## config.mk

```make
export PLATFORM = sky130hd
export DESIGN_NAME = apb_uart_fifo
export DESIGN_NICKNAME = d
export VERILOG_FILES = /design/src/rtl/apb_uart_fifo.sv
export SDC_FILE = /design/constraint.sdc
export NUM_CORES = 1
export LEC_CHECK = 0
export CORE_MARGIN = 2
export CORE_UTILIZATION = 55
export DETAILED_ROUTE_END_ITERATION = 16
export GPL_ROUTABILITY_DRIVEN = 0
export GPL_TIMING_DRIVEN = 0
export HOLD_SLACK_MARGIN = 0.08
export PLACE_DENSITY = 0.77
export SYNTH_ARGS = -nofsm -noshare
export SYNTH_HDL_FRONTEND = slang
export SYNTH_HIERARCHICAL = 1
export SYNTH_SLANG_ARGS = --single-unit
export TNS_END_PERCENT = 20
```

## constraint.sdc

```tcl
create_clock -name PCLK -period 5.4 [get_ports PCLK]
set_input_delay 1.62 -clock PCLK [delete_from_list [all_inputs] [get_ports PCLK]]
set_output_delay 1.62 -clock PCLK [all_outputs]
set_load 0.005 [all_outputs]
```

## src/rtl/apb_uart_fifo.sv

```systemverilog
`timescale 1ns/1ps
`default_nettype none
// ============================================================================
// Module   : apb_uart_fifo
// Desc     : APB UART with TX/RX FIFOs, watermark interrupts, error flags and
//            a programmable bit period. Parity support: define UART_PARITY_EN.
// Revision : 1.0
// ============================================================================

module uart_fifo #(
    parameter int WIDTH = 8,
    parameter int DEPTH = 8
) (
    input  logic                     clk,
    input  logic                     rst_n,
    input  logic                     push,
    input  logic                     pop,
    input  logic [WIDTH-1:0]         wdata,
    output logic [WIDTH-1:0]         rdata,
    output logic [$clog2(DEPTH):0]   count,
    output logic                     full,
    output logic                     empty
);
    localparam int AW = $clog2(DEPTH);

    logic [WIDTH-1:0] mem [DEPTH];
    logic [AW-1:0]    wptr;
    logic [AW-1:0]    rptr;
    logic             do_push;
    logic             do_pop;

    // A pop frees the slot, so a full FIFO still accepts a simultaneous push
    assign do_pop  = pop & ~empty;
    assign do_push = push & (~full | do_pop);
    assign full    = (count == (AW+1)'(DEPTH));
    assign empty   = (count == '0);
    assign rdata   = mem[rptr];

    always_ff @(posedge clk or negedge rst_n) begin
        if (!rst_n) begin
            wptr  <= '0;
            rptr  <= '0;
            count <= '0;
        end else begin
            if (do_push) wptr <= wptr + AW'(1);
            if (do_pop)  rptr <= rptr + AW'(1);
            case ({do_push, do_pop})
                2'b10:   count <= count + (AW+1)'(1);
                2'b01:   count <= count - (AW+1)'(1);
                default: ;
            endcase
        end
    end

    always_ff @(posedge clk) begin
        if (do_push) mem[wptr] <= wdata;
    end
endmodule

module apb_uart_fifo #(
    parameter int DATA_BITS  = 8,
    parameter int FIFO_DEPTH = 8
) (
    input  logic        PCLK,
    input  logic        PRESETn,
    input  logic        PSEL,
    input  logic        PENABLE,
    input  logic        PWRITE,
    input  logic [11:2] PADDR,
    input  logic [31:0] PWDATA,
    output logic [31:0] PRDATA,
    output logic        PREADY,
    output logic        PSLVERR,
    input  logic        RXD,
    output logic        TXD,
    output logic        TXEN,
    output logic        BAUDTICK,
    output logic        TXINT,
    output logic        RXINT,
    output logic        TXOVRINT,
    output logic        RXOVRINT,
    output logic        UARTINT
);
    localparam int CW = $clog2(FIFO_DEPTH) + 1;
    localparam logic [2:0] LAST_BIT = 3'(DATA_BITS - 1);

    typedef enum logic [2:0] {
        S_IDLE   = 3'd0,
        S_START  = 3'd1,
        S_DATA   = 3'd2,
        S_PARITY = 3'd3,
        S_STOP   = 3'd4
    } uart_state_t;

    logic [23:0] ctrl;
    logic [19:0] bauddiv;
    logic [19:0] baud_cnt;
    logic        txovr, rxovr, parerr, frmerr;
    logic        par_en, par_odd;
    logic [23:0] ctrl_mask;

`ifdef UART_PARITY_EN
    assign ctrl_mask = 24'hFF_FFFF;
    assign par_en    = ctrl[6];
    assign par_odd   = ctrl[7];
`else
    assign ctrl_mask = 24'hFF_FF3F;
    assign par_en    = 1'b0;
    assign par_odd   = 1'b0;
`endif

    // ---------------- APB decode ----------------
    logic access, wr, rd, mapped, sel_data, sel_state, sel_ctrl, sel_baud, baud_ok;
    assign access    = PSEL & PENABLE;
    assign wr        = access & PWRITE;
    assign rd        = access & ~PWRITE;
    assign sel_data  = (PADDR == 10'd0);
    assign sel_state = (PADDR == 10'd1);
    assign sel_ctrl  = (PADDR == 10'd2);
    assign sel_baud  = (PADDR == 10'd3);
    assign mapped    = sel_data | sel_state | sel_ctrl | sel_baud;
    assign baud_ok   = (PWDATA[19:0] >= 20'd16);
    assign PSLVERR   = wr & (~mapped | (sel_baud & ~baud_ok));
    assign PREADY    = 1'b1;

    // ---------------- FIFOs ----------------
    logic                 tx_push, tx_pop, tx_full, tx_empty;
    logic                 rx_push, rx_pop, rx_full, rx_empty;
    logic [DATA_BITS-1:0] tx_rdata, rx_rdata, rx_shift;
    logic [CW-1:0]        tx_count, rx_count;
    logic [7:0]           tx_count8, rx_count8;

    assign tx_push   = wr & sel_data;
    assign rx_pop    = rd & sel_data;
    assign tx_count8 = 8'(tx_count);
    assign rx_count8 = 8'(rx_count);

    uart_fifo #(.WIDTH(DATA_BITS), .DEPTH(FIFO_DEPTH)) u_tx_fifo (
        .clk(PCLK), .rst_n(PRESETn), .push(tx_push), .pop(tx_pop), .wdata(PWDATA[DATA_BITS-1:0]),
        .rdata(tx_rdata), .count(tx_count), .full(tx_full), .empty(tx_empty)
    );

    uart_fifo #(.WIDTH(DATA_BITS), .DEPTH(FIFO_DEPTH)) u_rx_fifo (
        .clk(PCLK), .rst_n(PRESETn), .push(rx_push), .pop(rx_pop), .wdata(rx_shift),
        .rdata(rx_rdata), .count(rx_count), .full(rx_full), .empty(rx_empty)
    );

    // ---------------- Registers ----------------
    logic set_parerr, set_frmerr;

    always_ff @(posedge PCLK or negedge PRESETn) begin
        if (!PRESETn) begin
            ctrl    <= '0;
            bauddiv <= 20'd16;
            txovr   <= 1'b0;
            rxovr   <= 1'b0;
            parerr  <= 1'b0;
            frmerr  <= 1'b0;
        end else begin
            if (wr & sel_ctrl)           ctrl    <= PWDATA[23:0] & ctrl_mask;
            if (wr & sel_baud & baud_ok) bauddiv <= PWDATA[19:0];
            // Setting an error flag wins over a same-cycle write-one-to-clear
            if (tx_push & tx_full & ~tx_pop)            txovr  <= 1'b1;
            else if (wr & sel_state & PWDATA[2])        txovr  <= 1'b0;
            if (rx_push & rx_full & ~(rx_pop & ~rx_empty)) rxovr <= 1'b1;
            else if (wr & sel_state & PWDATA[3])        rxovr  <= 1'b0;
            if (set_parerr)                             parerr <= 1'b1;
            else if (wr & sel_state & PWDATA[5])        parerr <= 1'b0;
            if (set_frmerr)                             frmerr <= 1'b1;
            else if (wr & sel_state & PWDATA[6])        frmerr <= 1'b0;
        end
    end

    logic [31:0] state_word;
    assign state_word = {8'd0, rx_count8, tx_count8, 1'b0, frmerr, parerr, tx_empty,
                         rxovr, txovr, ~rx_empty, tx_full};

    always_comb begin
        PRDATA = '0;
        if (rd) begin
            case (PADDR)
                10'd0:   PRDATA = rx_empty ? 32'd0 : 32'(rx_rdata);
                10'd1:   PRDATA = state_word;
                10'd2:   PRDATA = {8'd0, ctrl};
                10'd3:   PRDATA = {12'd0, bauddiv};
                default: PRDATA = '0;
            endcase
        end
    end

    // ---------------- Baud tick ----------------
    assign BAUDTICK = (baud_cnt >= bauddiv - 20'd1);

    always_ff @(posedge PCLK or negedge PRESETn) begin
        if (!PRESETn)      baud_cnt <= '0;
        else if (BAUDTICK) baud_cnt <= '0;
        else               baud_cnt <= baud_cnt + 20'd1;
    end

    // ---------------- TX FSM ----------------
    uart_state_t          tx_state, tx_next;
    logic [19:0]          tx_cnt;
    logic [2:0]           tx_bit;
    logic [DATA_BITS-1:0] tx_shift;
    logic                 tx_par, tx_bit_end;

    assign tx_bit_end = (tx_cnt >= bauddiv - 20'd1);

    always_comb begin
        tx_next = tx_state;
        tx_pop  = 1'b0;
        case (tx_state)
            S_IDLE:   if (ctrl[0] & ~tx_empty) begin tx_next = S_START; tx_pop = 1'b1; end
            S_START:  if (tx_bit_end) tx_next = S_DATA;
            S_DATA:   if (tx_bit_end && tx_bit == LAST_BIT) tx_next = par_en ? S_PARITY : S_STOP;
            S_PARITY: if (tx_bit_end) tx_next = S_STOP;
            S_STOP: begin
                if (tx_bit_end) begin
                    if (ctrl[0] & ~tx_empty) begin tx_next = S_START; tx_pop = 1'b1; end
                    else                     tx_next = S_IDLE;
                end
            end
            default:  tx_next = S_IDLE;
        endcase
    end

    always_ff @(posedge PCLK or negedge PRESETn) begin
        if (!PRESETn) begin
            tx_state <= S_IDLE;
            tx_cnt   <= '0;
            tx_bit   <= '0;
            tx_shift <= '0;
            tx_par   <= 1'b0;
        end else begin
            tx_state <= tx_next;
            if (tx_pop) begin
                tx_shift <= tx_rdata;
                tx_par   <= ^tx_rdata ^ par_odd;
                tx_cnt   <= '0;
                tx_bit   <= '0;
            end else if (tx_state != S_IDLE) begin
                if (tx_bit_end) begin
                    tx_cnt <= '0;
                    if (tx_state == S_DATA) begin
                        tx_shift <= tx_shift >> 1;
                        tx_bit   <= tx_bit + 3'd1;
                    end
                end else begin
                    tx_cnt <= tx_cnt + 20'd1;
                end
            end
        end
    end

    always_comb begin
        case (tx_state)
            S_START:  TXD = 1'b0;
            S_DATA:   TXD = tx_shift[0];
            S_PARITY: TXD = tx_par;
            default:  TXD = 1'b1;
        endcase
    end
    assign TXEN = (tx_state != S_IDLE);

    // ---------------- RX FSM ----------------
    uart_state_t rx_state, rx_next;
    logic [19:0] rx_cnt;
    logic [2:0]  rx_bit;
    logic        rx_meta, rx_sync, rx_prev, rx_parbit;
    logic        rx_half_hit, rx_full_hit, rx_sample;

    assign rx_half_hit = (rx_cnt >= {1'b0, bauddiv[19:1]} - 20'd1);
    assign rx_full_hit = (rx_cnt >= bauddiv - 20'd1);
    assign rx_sample   = (rx_state == S_START) ? rx_half_hit : rx_full_hit;

    always_comb begin
        rx_next    = rx_state;
        rx_push    = 1'b0;
        set_frmerr = 1'b0;
        set_parerr = 1'b0;
        case (rx_state)
            S_IDLE:   if (ctrl[1] & rx_prev & ~rx_sync) rx_next = S_START;
            S_START:  if (rx_half_hit) rx_next = rx_sync ? S_IDLE : S_DATA;
            S_DATA:   if (rx_full_hit && rx_bit == LAST_BIT) rx_next = par_en ? S_PARITY : S_STOP;
            S_PARITY: if (rx_full_hit) rx_next = S_STOP;
            S_STOP: begin
                if (rx_full_hit) begin
                    rx_next = S_IDLE;
                    if (!rx_sync) begin
                        set_frmerr = 1'b1;
                    end else begin
                        rx_push    = 1'b1;
                        set_parerr = par_en & (rx_parbit != (^rx_shift ^ par_odd));
                    end
                end
            end
            default:  rx_next = S_IDLE;
        endcase
    end

    always_ff @(posedge PCLK or negedge PRESETn) begin
        if (!PRESETn) begin
            rx_meta   <= 1'b1;
            rx_sync   <= 1'b1;
            rx_prev   <= 1'b1;
            rx_state  <= S_IDLE;
            rx_cnt    <= '0;
            rx_bit    <= '0;
            rx_shift  <= '0;
            rx_parbit <= 1'b0;
        end else begin
            rx_meta  <= RXD;
            rx_sync  <= rx_meta;
            rx_prev  <= rx_sync;
            rx_state <= rx_next;
            if (rx_state == S_IDLE) begin
                rx_cnt <= '0;
                rx_bit <= '0;
            end else if (rx_sample) begin
                rx_cnt <= '0;
                if (rx_state == S_DATA) begin
                    rx_shift <= {rx_sync, rx_shift[DATA_BITS-1:1]};
                    rx_bit   <= rx_bit + 3'd1;
                end
                if (rx_state == S_PARITY) rx_parbit <= rx_sync;
            end else begin
                rx_cnt <= rx_cnt + 20'd1;
            end
        end
    end

    // ---------------- Interrupts ----------------
    assign TXINT    = ctrl[2] & (tx_count8 <= ctrl[15:8]);
    assign RXINT    = ctrl[3] & (rx_count8 >= ctrl[23:16]) & (rx_count8 != 8'd0);
    assign TXOVRINT = txovr & ctrl[4];
    assign RXOVRINT = rxovr & ctrl[5];
    assign UARTINT  = TXINT | RXINT | TXOVRINT | RXOVRINT;

    logic unused_bits;
    assign unused_bits = ^{PWDATA[31:24], ctrl[7:6]};
endmodule

`default_nettype wire

```

Word-level counts from Yosys, hierarchy flattened
Memories as Yosys holds them, arrays and structs flattened. Cells that the tools add are included.

Output and inout bits: 42. Input port bits: 48. Register bits: 157. Memory bits (writable): 128. Memories kept: 2. Word-level logic and storage cells: 209.

Eq/ne operators: 29. Magnitude comparators: 7. Bitwise operators: 50. $add $sub $neg: 15. Reduce and logical (&&, ||, !) cells: 25. Multiplexer cells: 57.

Memories: u_rx_fifo.mem (words 8, width 8, read ports 1, clocked after memory_dff 0, wr ports 1, line 26) `logic [WIDTH-1:0] mem [DEPTH];`; u_tx_fifo.mem (words 8, width 8, read ports 1, clocked after memory_dff 0, wr ports 1, line 26).

Operator list (number): $mux 20 (6); $pmux 24 s4 (1); $ge 20x20->1 (4); $add 20x1->20 const B (3); $mux 3 (17); $mux 8 (5); $and 1x1->1 (30); $pmux 3 s5 (2); $mux 24 (1); $eq 10x2->1 const B (2); $ge 20x5->1 const B (1); $mux 1 (20); $ne 2x2->1 const B (10); $reduce_bool 2->1 (10); $sub 19x1->20 const B (1); $sub 20x1->20 const B (1); $add 3x1->3 const B (6); $pmux 4 s2 (2); $eq 3x2->1 const B (4); $eq 3x3->1 const B (4); $not 1->1 (11); $eq 10x1->1 const B (1); $logic_not 10->1 (1); $reduce_and 5->1 (2); other kinds (20) (38).

Logic depth before layout (Yosys ltp)
Gate-level depths: netlist of run 1.

Depth after elaboration: 11. Mapped depth: 25. Depth with buffers taken out: 22.

Modules after synthesis
The synthesis of run 1 kept the hierarchy.

Modules (own cells, without submodules): apb_uart_fifo (area an instance 9376.5 sq um, sequential area each 3433.3 sq um, cells each 973, times used 1); uart_fifo (area an instance 3155.5 sq um, sequential area each 2172.1 sq um, cells each 164, times used 2).

Least setup slack after synthesis of run 1
OpenSTA, ideal clock, no wires.

Path kind: register -> register. From: reg bauddiv[4]. To: reg u_tx_fifo.count[3]. Setup time: 0.069 ns. Data required time: 5.331 ns. Period minus slack after synthesis: 5.281 ns. Data arrival time: 5.211 ns. Stages on the path, launching flop included: 24. Buffers on the path: 1. Path slack: 0.119 ns. Path through: dfstp_2 buf_2 nor2_1 nand2_1 or3_1 or2_2 nor3_1 xnor2_1 ha_1 and4_1 a221o_1 a2111o_1 a31oi_1 o21ai_1 a21oi_1 a21oi_1 o21ai_2 or2_2 inv_1 ha_1 or2_2 nand3_1 mux2_2 nand3b_1.

Cells in the longest elaborated chain, start to end: 9. Elaborated cells between the ends (all ways): 11. Classes of those cells: 1 x add/sub; 1 x order compare; 2 x eq/ne; 3 x mux; 3 x bitwise; 1 x reduce/logical.

RTL lines: from (decl) (line 96) `logic [19:0] bauddiv;`; from (signal assigned) (line 161) `if (wr & sel_baud & baud_ok) bauddiv <= PWDATA[19:0];`; $sub 20x1->20 (*) (line 207) `assign tx_bit_end = (tx_cnt >= bauddiv - 20'd1);`; $ge 20x20->1 (*) (line 207); $mux 1 (*) (line 218) `if (tx_bit_end) begin`; $pmux 1 s2 (*) (line 212) `case (tx_state)`; via tx_pop (line 127) `logic tx_push, tx_pop, tx_full, tx_empty;`; $and 1x1->1 (*) (line 33) `assign do_pop = pop & ~empty;`; $or 1x1->1 (line 34) `assign do_push = push & (~full | do_pop);`; $and 1x1->1 (line 34); $eq 2x1->1 / $eq 2x2->1 (equally long branches) (line 47) `case ({do_push, do_pop})`; $pmux 4 s2 / $reduce_bool 2->1 (equally long branches); to (signal assigned) (line 48) `2'b10: count <= count + (AW+1)'(1);`; to (signal assigned) (line 49) `2'b01: count <= count - (AW+1)'(1);`; to (decl) (line 20) `output logic [$clog2(DEPTH):0] count,`.

Mark *: on every way through the listed nets, which the timed path passes. The rest lies on a longest branch. A chain may end at the register's enable or synchronous reset.

Worst setup path in the final report of run 1
From: reg bauddiv[3]. To: out BAUDTICK.

Cells in the longest elaborated chain, start to end: 2.

RTL lines: $sub 20x1->20 (line 192) `assign BAUDTICK = (baud_cnt >= bauddiv - 20'd1);`; $ge 20x20->1 (line 192); to (decl) (line 77) `output logic BAUDTICK,`.

Every way passes these cells.

==> impl_results.md, run 1 <==
- Sink Count: 285
- Rows: 61
- Sequential share of power: 48.1%
- Antenna violations before repair: 0
- Die height: 173 um
- Net switching power: 1220 uW
- Post-synth EDFFs: 128
- Outcome: complete, but fails checks
- Fin. max-slew vios: 0
- Synth area leader: edfxtp_1
- Fill count: 1967
- Failing checks: setup timing
- Synth top area cells: edfxtp_1 (25%), dfrtp_1 (24%), ha_1 (8.0%)
- Mean post-synth cell area: 12.1 um2
- Worst-Skew Late Latency: 0.58 ns
- Slew margin rel.: 43.7%
- Slew at the pin closest to its max-slew limit: 0.838 ns
- RSZ-0062 raised after global routing: yes
- Register area share after synthesis: 49.6%
- Power Density: 260 nW/um2
- Gate power share: 10.7%
- Hold WC Path Type: reg2reg
- Layout Skew: 0.0142 ns
- Post-Syn Area: 15700 um2
- Post-layout net count: 1609
- Total congestion overflow: 0
- Synth top area share: 24.5%
- Register area: 7790 um2
- Worst EP arrival: 3.88 ns
- Clk buf depth: 3
- Final worst-path cycle share: 102%
- Int Power: 3680 uW
- Final Hold Viols: 0
- PnR worst setup slack: -0.103 ns
- Ys flop type: dfrtp_1
- Inst Count DP: 1758
- Setup crit end kind: primary output
- WL/cell: 20.4 um
- Clock-pin slew on the worst setup and hold paths: 0.06 ns
- Yosys warning total: 6
- CP Class: reg2out
- # diodes: 0
- Switching Fraction: 24.9%
- Endpoints failing setup: 2
- Initial DRC Count: 934
- CTS tree: done
- Period minus WS final: 5.50 ns
- First-pass DRT Iterations: 5
- Area of the multi-input gates: 7960 um2
- Async S/R FF share, synth: 55.1%
- Distinct cells, synth: 77
- Final ANT Viol Nets: 0
- Ports: 90
- Share of cells above drive strength 1: 22.4%
- Vias per Instance: 5.97
- Fmax: 182 MHz
- CTS H-Tree Depth: 1
- Crit Path Max Fanout: 9
- Die W: 173 um
- Routed WL: 37.9 mm
- P_leak: 0.00855 uW
- Count leader, synth: dfrtp_1
- Clock share of power: 41.1%
- Post-synth top cells: dfrtp_1 (153), nor2_1 (132), edfxtp_1 (128)
- Final non-filler cell total: 1862
- Data required time at the worst endpoint: 3.78 ns
- Area growth, synth to finish: 20.0%
- CP Launch Type: flip-flop
- MaxCap Viol Count: 0
- Root buffer selected by CTS: clkbuf_16
- I/O Buffers: 71
- Total CTS buffers: 31
- DP HPWL: 25.3 mm
- Maximum VDD drop: 0.263 mV
- Total number of vias: 11100
- Initial Util: 56.2%
- WHS: 0.355 ns
- Vias in the first global route: 10800
- #FFs+latches synth: 285
- Largest net degree at the start of global routing: 85
- First-pass GRT wire length: 58.8 mm
- Drt drc: 0
- Syn Inst Count: 1301
- Total global-route track usage: 24.6%
- Core Footprint: 27900 um2
- Die ar.: 29900 um2
[worst paths after layout]
path	startpoint	end	slack, ns	cells past startpoint
max in group asynchronous	PRESETn	bauddiv[4]	3.55	2
max	bauddiv[3]	BAUDTICK	-0.10	17
min in group asynchronous	PRESETn	baud_cnt[11]	1.01	1
max reg2reg	bauddiv[3]	u_tx_fifo/count[3]	0.01	24
min reg2reg	rx_meta	rx_sync	0.36	0
min	rx_meta	rx_sync	0.36	0
[power by group through the flow]
stage | clock [uW] | combinational (uW) | sequential [uW]
2_1_floorplan | 0 | 318 | 2380
5_1_grt | 2130 | 577 | 2360
4_1_cts | 2040 | 506 | 2360
3_3_place_gp | 0 | 466 | 2400
6_report | 2020 | 526 | 2360
3_5_place_dp | 0 | 481 | 2400
[kinds of logic (layout without fill, tap and decap cells)]
group                      count (synthesis)  in the layout  share of synthesized area, %
and+or+nand+nor                          405            405                          12.7
adders and majority gates                104            104                          8.37
AOI/OAI and AO/OA                        182            182                          8.33
muxes                                    125            125                          12.2
xor gates and xnor gates                  96             96                          5.41
other                                      2              9                        0.0479
buffers and inverters                    102            278                          3.29
DFF                                      285            285                          49.6
[what timing repair did]
action / 4_1_cts / 5_1_grt
hold buffers: 0 / 0
pin swaps: 24 / 32
resized for setup: 96 / 62
setup endpoints to repair: 166 / 153
setup buffers: 23 / 28
[stage by stage]
step	total power (uW)	TNS, ns	area (um2)	utilization (%)	worst slack [ns]
2_1_floorplan	2700	0	15700	-	0.119
3_3_place_gp	2860	-698.10	16900	60.5	-3.95
3_5_place_dp	2880	-104.29	16900	60.6	-1.28
4_1_cts	4900	-0.338	18400	65.9	-0.118
5_1_grt	5070	-3.48	18800	67.4	-0.210
6_report	4900	-0.112	18800	67.4	-0.103
[critical path: stages, from the launching register on]
cell and delay [ns]:
dfrtp_1 0.37, buf_6 0.15, nor2_4 0.13, nand2_2 0.07
or3_4 0.37, or2_4 0.29, nor3_4 0.30, xnor2_4 0.14
ha_2 0.20, a21oi_2 0.11, nor2_1 0.06, nor2_1 0.08
nand2_1 0.06, a221o_1 0.33, o221ai_1 0.16, nand3_1 0.13
a21o_4 0.24, buf_6 0.11
[area by class of cell]
class	count	share of cell area (%)
multi-input combinational	921	42.3
sequential	285	41.4
timing repair buffer	123	5.91
clock buffer	45	4.56
tap	378	2.51
buffer	59	2.07
inverter	38	0.771
clock inverter	13	0.571
[metal layers]
layer	GRT usage, %	share of wire [%]	wire length [um]
met1	33.8	42	15900
met2	40.8	48	18400
met3	3.80	7.0	2640
met4	7.42	2.7	1030
met5	0	0	0
[registers in the layout, summed over array words and instances (netlist names), 3 cells and up]
register and count:
u_rx_fifo/mem 64, ctrl 22, tx_bit 3, rx_cnt 20
baud_cnt 20, rx_bit 3, u_rx_fifo/rptr 3, tx_state 3
u_rx_fifo/count 4, u_tx_fifo/mem 64, u_tx_fifo/wptr 3, bauddiv 20
u_tx_fifo/count 4, u_tx_fifo/rptr 3, rx_shift 8, tx_shift 8
tx_cnt 20, u_rx_fifo/wptr 3, rx_state 3
[cell usage in the layout, fill, tap and decap left out, types with 9 or more instances in the layout]
| master | Yosys | final |
|---|---|---|
| nand2_1 | 87 | 84 |
| xor2_1 | 47 | 39 |
| a31oi_1 | 12 | 12 |
| a21o_1 | 13 | 12 |
| mux2_4 | 10 | 10 |
| mux2_2 | 77 | 77 |
| inv_1 | 38 | 35 |
| conb_1 | 2 | 9 |
| xnor2_1 | 48 | 44 |
| dfrtp_1 | 153 | 148 |
| edfxtp_1 | 128 | 128 |
| mux4_1 | 32 | 32 |
| nor2_2 | 0 | 13 |
| and3_1 | 25 | 25 |
| nand4_1 | 14 | 14 |
| a21oi_1 | 39 | 34 |
| buf_6 | 6 | 10 |
| nor4_1 | 13 | 9 |
| or3_1 | 14 | 10 |
| buf_4 | 12 | 67 |
| o21ai_0 | 25 | 22 |
| ha_1 | 100 | 96 |
| nor2_1 | 132 | 114 |
| nand2b_1 | 22 | 22 |
| a22oi_1 | 19 | 19 |
| nand3_1 | 37 | 36 |
| clkdlybuf4s50_1 | 0 | 60 |
| clkbuf_1 | 28 | 31 |
| clkbuf_16 | 0 | 31 |
(Power assumes the default switching activity.)
==> inputs of run 2 (changes only) <==
--- a/config.mk
+++ b/config.mk
@@ -9,9 +9,9 @@
 export CORE_UTILIZATION = 55
 export DETAILED_ROUTE_END_ITERATION = 16
 export GPL_ROUTABILITY_DRIVEN = 0
-export GPL_TIMING_DRIVEN = 0
 export HOLD_SLACK_MARGIN = 0.08
 export PLACE_DENSITY = 0.77
+export SKIP_LAST_GASP = 1
 export SYNTH_ARGS = -nofsm -noshare
 export SYNTH_HDL_FRONTEND = slang
 export SYNTH_HIERARCHICAL = 1
==> run 2 against run 1 <==
  * The run still ends with setup timing left
  * Final cell count down 1.1%
  * Die area unchanged
  * Cell area down 2.0%
  * Total power up 1.5%
  * Register-to-register slack better by 0.05 ns
  * Wire length down 1.5%
  * Critical path depth down 9
  * Utilization down 1.3 points
  * Worst hold slack better by 0.00063 ns
  * Critical path type is now in2out
  * Critical endpoint is now PSLVERR
==> impl_results.md, run 2 (synthesis gave the netlist of run 1 again) <==
- Fmax: 184 MHz (+1.3%)
- CP startpoint: PWDATA[16]
- Power Density: 269 nW/um2 (+3.6%)
- Share of cells above drive strength 1: 20.1% (-2.4 points)
- Max incr delay on CP: 0.58 ns (+0.21 ns)
- Rows: 61 (unchanged)
- Fin. max-slew vios: 0 (unchanged)
- Leading cell type in the layout, fill and taps excluded: dfrtp_1
- P_leak: 0.00856 uW (about the same)
- MaxCap Viol Count: 0 (unchanged)
- Hold WC Path Type: reg2reg
- Root buffer selected by CTS: clkbuf_16
- CP Class: in2out
- Reg-to-reg startpoint: bauddiv[5]
- Total global-route track usage: 24.8% (+0.14 points)
- GRT busiest layer: met2
- FF-to-FF End: u_tx_fifo/mem[3][4]
- WL/cell: 20.3 um (-0.45%)
- Failing checks: setup timing
- Final worst-path cycle share: 101% (-1.3 points)
- GR Layer Usage met2: 42.0% (+1.2 points)
- RSZ-0062 raised after global routing: yes
- Post-layout net count: 1589 (-1.2%)
- Biggest regs: u_rx_fifo/mem (64), u_tx_fifo/mem (64), ctrl (22)
- Core Footprint: 27900 um2 (unchanged)
- Hold path cells: 0 (unchanged)
- Layout Skew: 0.0174 ns (+0.00316 ns)
- Clk buf depth: 3 (unchanged)
- Vias per Instance: 5.96 (-0.21%)
- WHS Endpoint: rx_sync
- Die height: 173 um (unchanged)
- Setup crit end kind: primary output
- Total number of vias: 11000 (-1.3%)
- Ports: 90 (unchanged)
- Total CTS buffers: 31 (unchanged)
- Endpoints failing setup: 3 (+1)
- Worst-case reg-to-reg path depth: 20 (-17%)
- CTS H-Tree Depth: 1 (unchanged)
- Place WS: -0.305 ns (+0.973 ns)
- Vias in the first global route: 11000 (+1.5%)
- Initial DRC Count: 844 (-9.6%)
- Met1 global-route usage: 33.5% (-0.26 points)
- PnR worst setup slack: -0.0341 ns (+0.0690 ns)
- Crit Path Max Fanout: 2 (-7)
- Total congestion overflow: 0 (unchanged)
- Hold Path Origin: rx_meta
- Die W: 173 um (unchanged)
- CP most frequent cell: clkdlybuf4s50_1
- Tot Pwr: 4970 uW (+1.5%)
- I/O Buffers: 72 (+1.4%)
- Largest net degree at the start of global routing: 95 (+12%)
- CTS tree: done
- Area growth, synth to finish: 17.7%
- First-pass GRT wire length: 58.9 mm (about the same)
- Sink Count: 285 (unchanged)
- Initial Util: 56.2% (unchanged)
- Die ar.: 29900 um2 (unchanged)
- Hold_buf cts: 0 (unchanged)
- Slew margin rel.: 29.7% (-14 points)
- First-pass DRT Iterations: 5 (unchanged)
- Worst EP arrival: 3.81 ns (-0.07 ns)
- Most frequent cells in the layout: dfrtp_1 (149), nor2_1 (129), edfxtp_1 (128)
- Final ANT Viol Nets: 0 (unchanged)
- Maximum VDD drop: 0.258 mV (-1.9%)
- CP Launch Type: primary input
- Outcome: complete, but fails checks
- DP HPWL: 25.5 mm (+1.0%)
- Data required time at the worst endpoint: 3.78 ns (about the same)
- Routed WL: 37.3 mm (-1.5%)
- CP max-delay cell: clkdlybuf4s50_1
- Met3 Use GR: 3.76% (-0.044 points)
- Worst-Skew Late Latency: 0.58 ns (about the same)
- # diodes: 0 (unchanged)
- Slew at the pin closest to its max-slew limit: 1.05 ns (+0.214 ns)
- Antenna violations before repair: 2 (+2)
- R2R setup slack: 0.06 ns (+0.05 ns)
- Final Hold Viols: 0 (unchanged)
- Drt drc: 0 (unchanged)
- Setup_tns: -0.0517 ns (+0.0601 ns)
- Worst-path cell chain: clkdlybuf4s50_1 -> nor4_1 -> buf_4 -> nand4_1 -> inv_1 -> a21oi_1 -> nor2_1 -> clkdlybuf4s50_1
- Period minus WS final: 5.43 ns (-0.0690 ns)
- WHS: 0.356 ns (+0.000626 ns)
- Clock-pin slew on the worst setup and hold paths: 0.05 ns (about the same)
-- run 2: worst max path at each step --
stage	to	cells after the start	slack, ns
4_1_cts	BAUDTICK	17	-0.25
5_1_grt	u_tx_fifo/mem[5][4]	20	-0.28
3_5_place_dp	PRDATA[5]	10	-0.31
2_1_floorplan	u_tx_fifo/count[3]	23	0.12
6_report	PSLVERR	8	-0.03
3_3_place_gp	PRDATA[2]	9	-0.29
-- run 2: per-stage QoR --
step                instance area [um2]  std cells  util [%]
finish                            18500       1842      66.1
global route                      18500       1842      66.1
CTS                               18300       1834      65.6
detailed placement                17100       1768      61.2
global placement                  17100       1768      61.2
floorplan                         15700       1308         -
-- run 2: layout make-up --
type                       instances  area [um2]
fill                            2044        9470
tap                              378         473
clock inverter                    13         165
inverter                          38         143
timing repair buffer             162        1430
sequential                       285        7780
multi-input combinational        921        7610
clock buffer                      45         858
-- run 2: where the power goes --
group	leakage, uW	internal (uW)	switching (uW)
Clock	0.000489	1250	879
Sequential	0.00344	2300	72.8
Combinational	0.00463	210	258
Total	0.00856	3760	1210
-- run 2: repair_timing --
item                       in CTS  in global routing
setup endpoints to repair      10                 72
pin swaps                      15                 15
resized for setup              34                 20
buffers inserted                8                  8
-- run 2: worst max-delay path: cells and delay by family --
family,cells,cell delay (ns)
AO/OA/AOI/OAI,1,0.06
AND/OR/NAND/NOR,3,0.71
buffers and inverters,4,1.43
-- run 2: metal layers --
metal	wire [um]	part of all wire, %
met5	0	0
met4	858	2.3
met3	2240	6.0
met2	18200	49
met1	16000	43
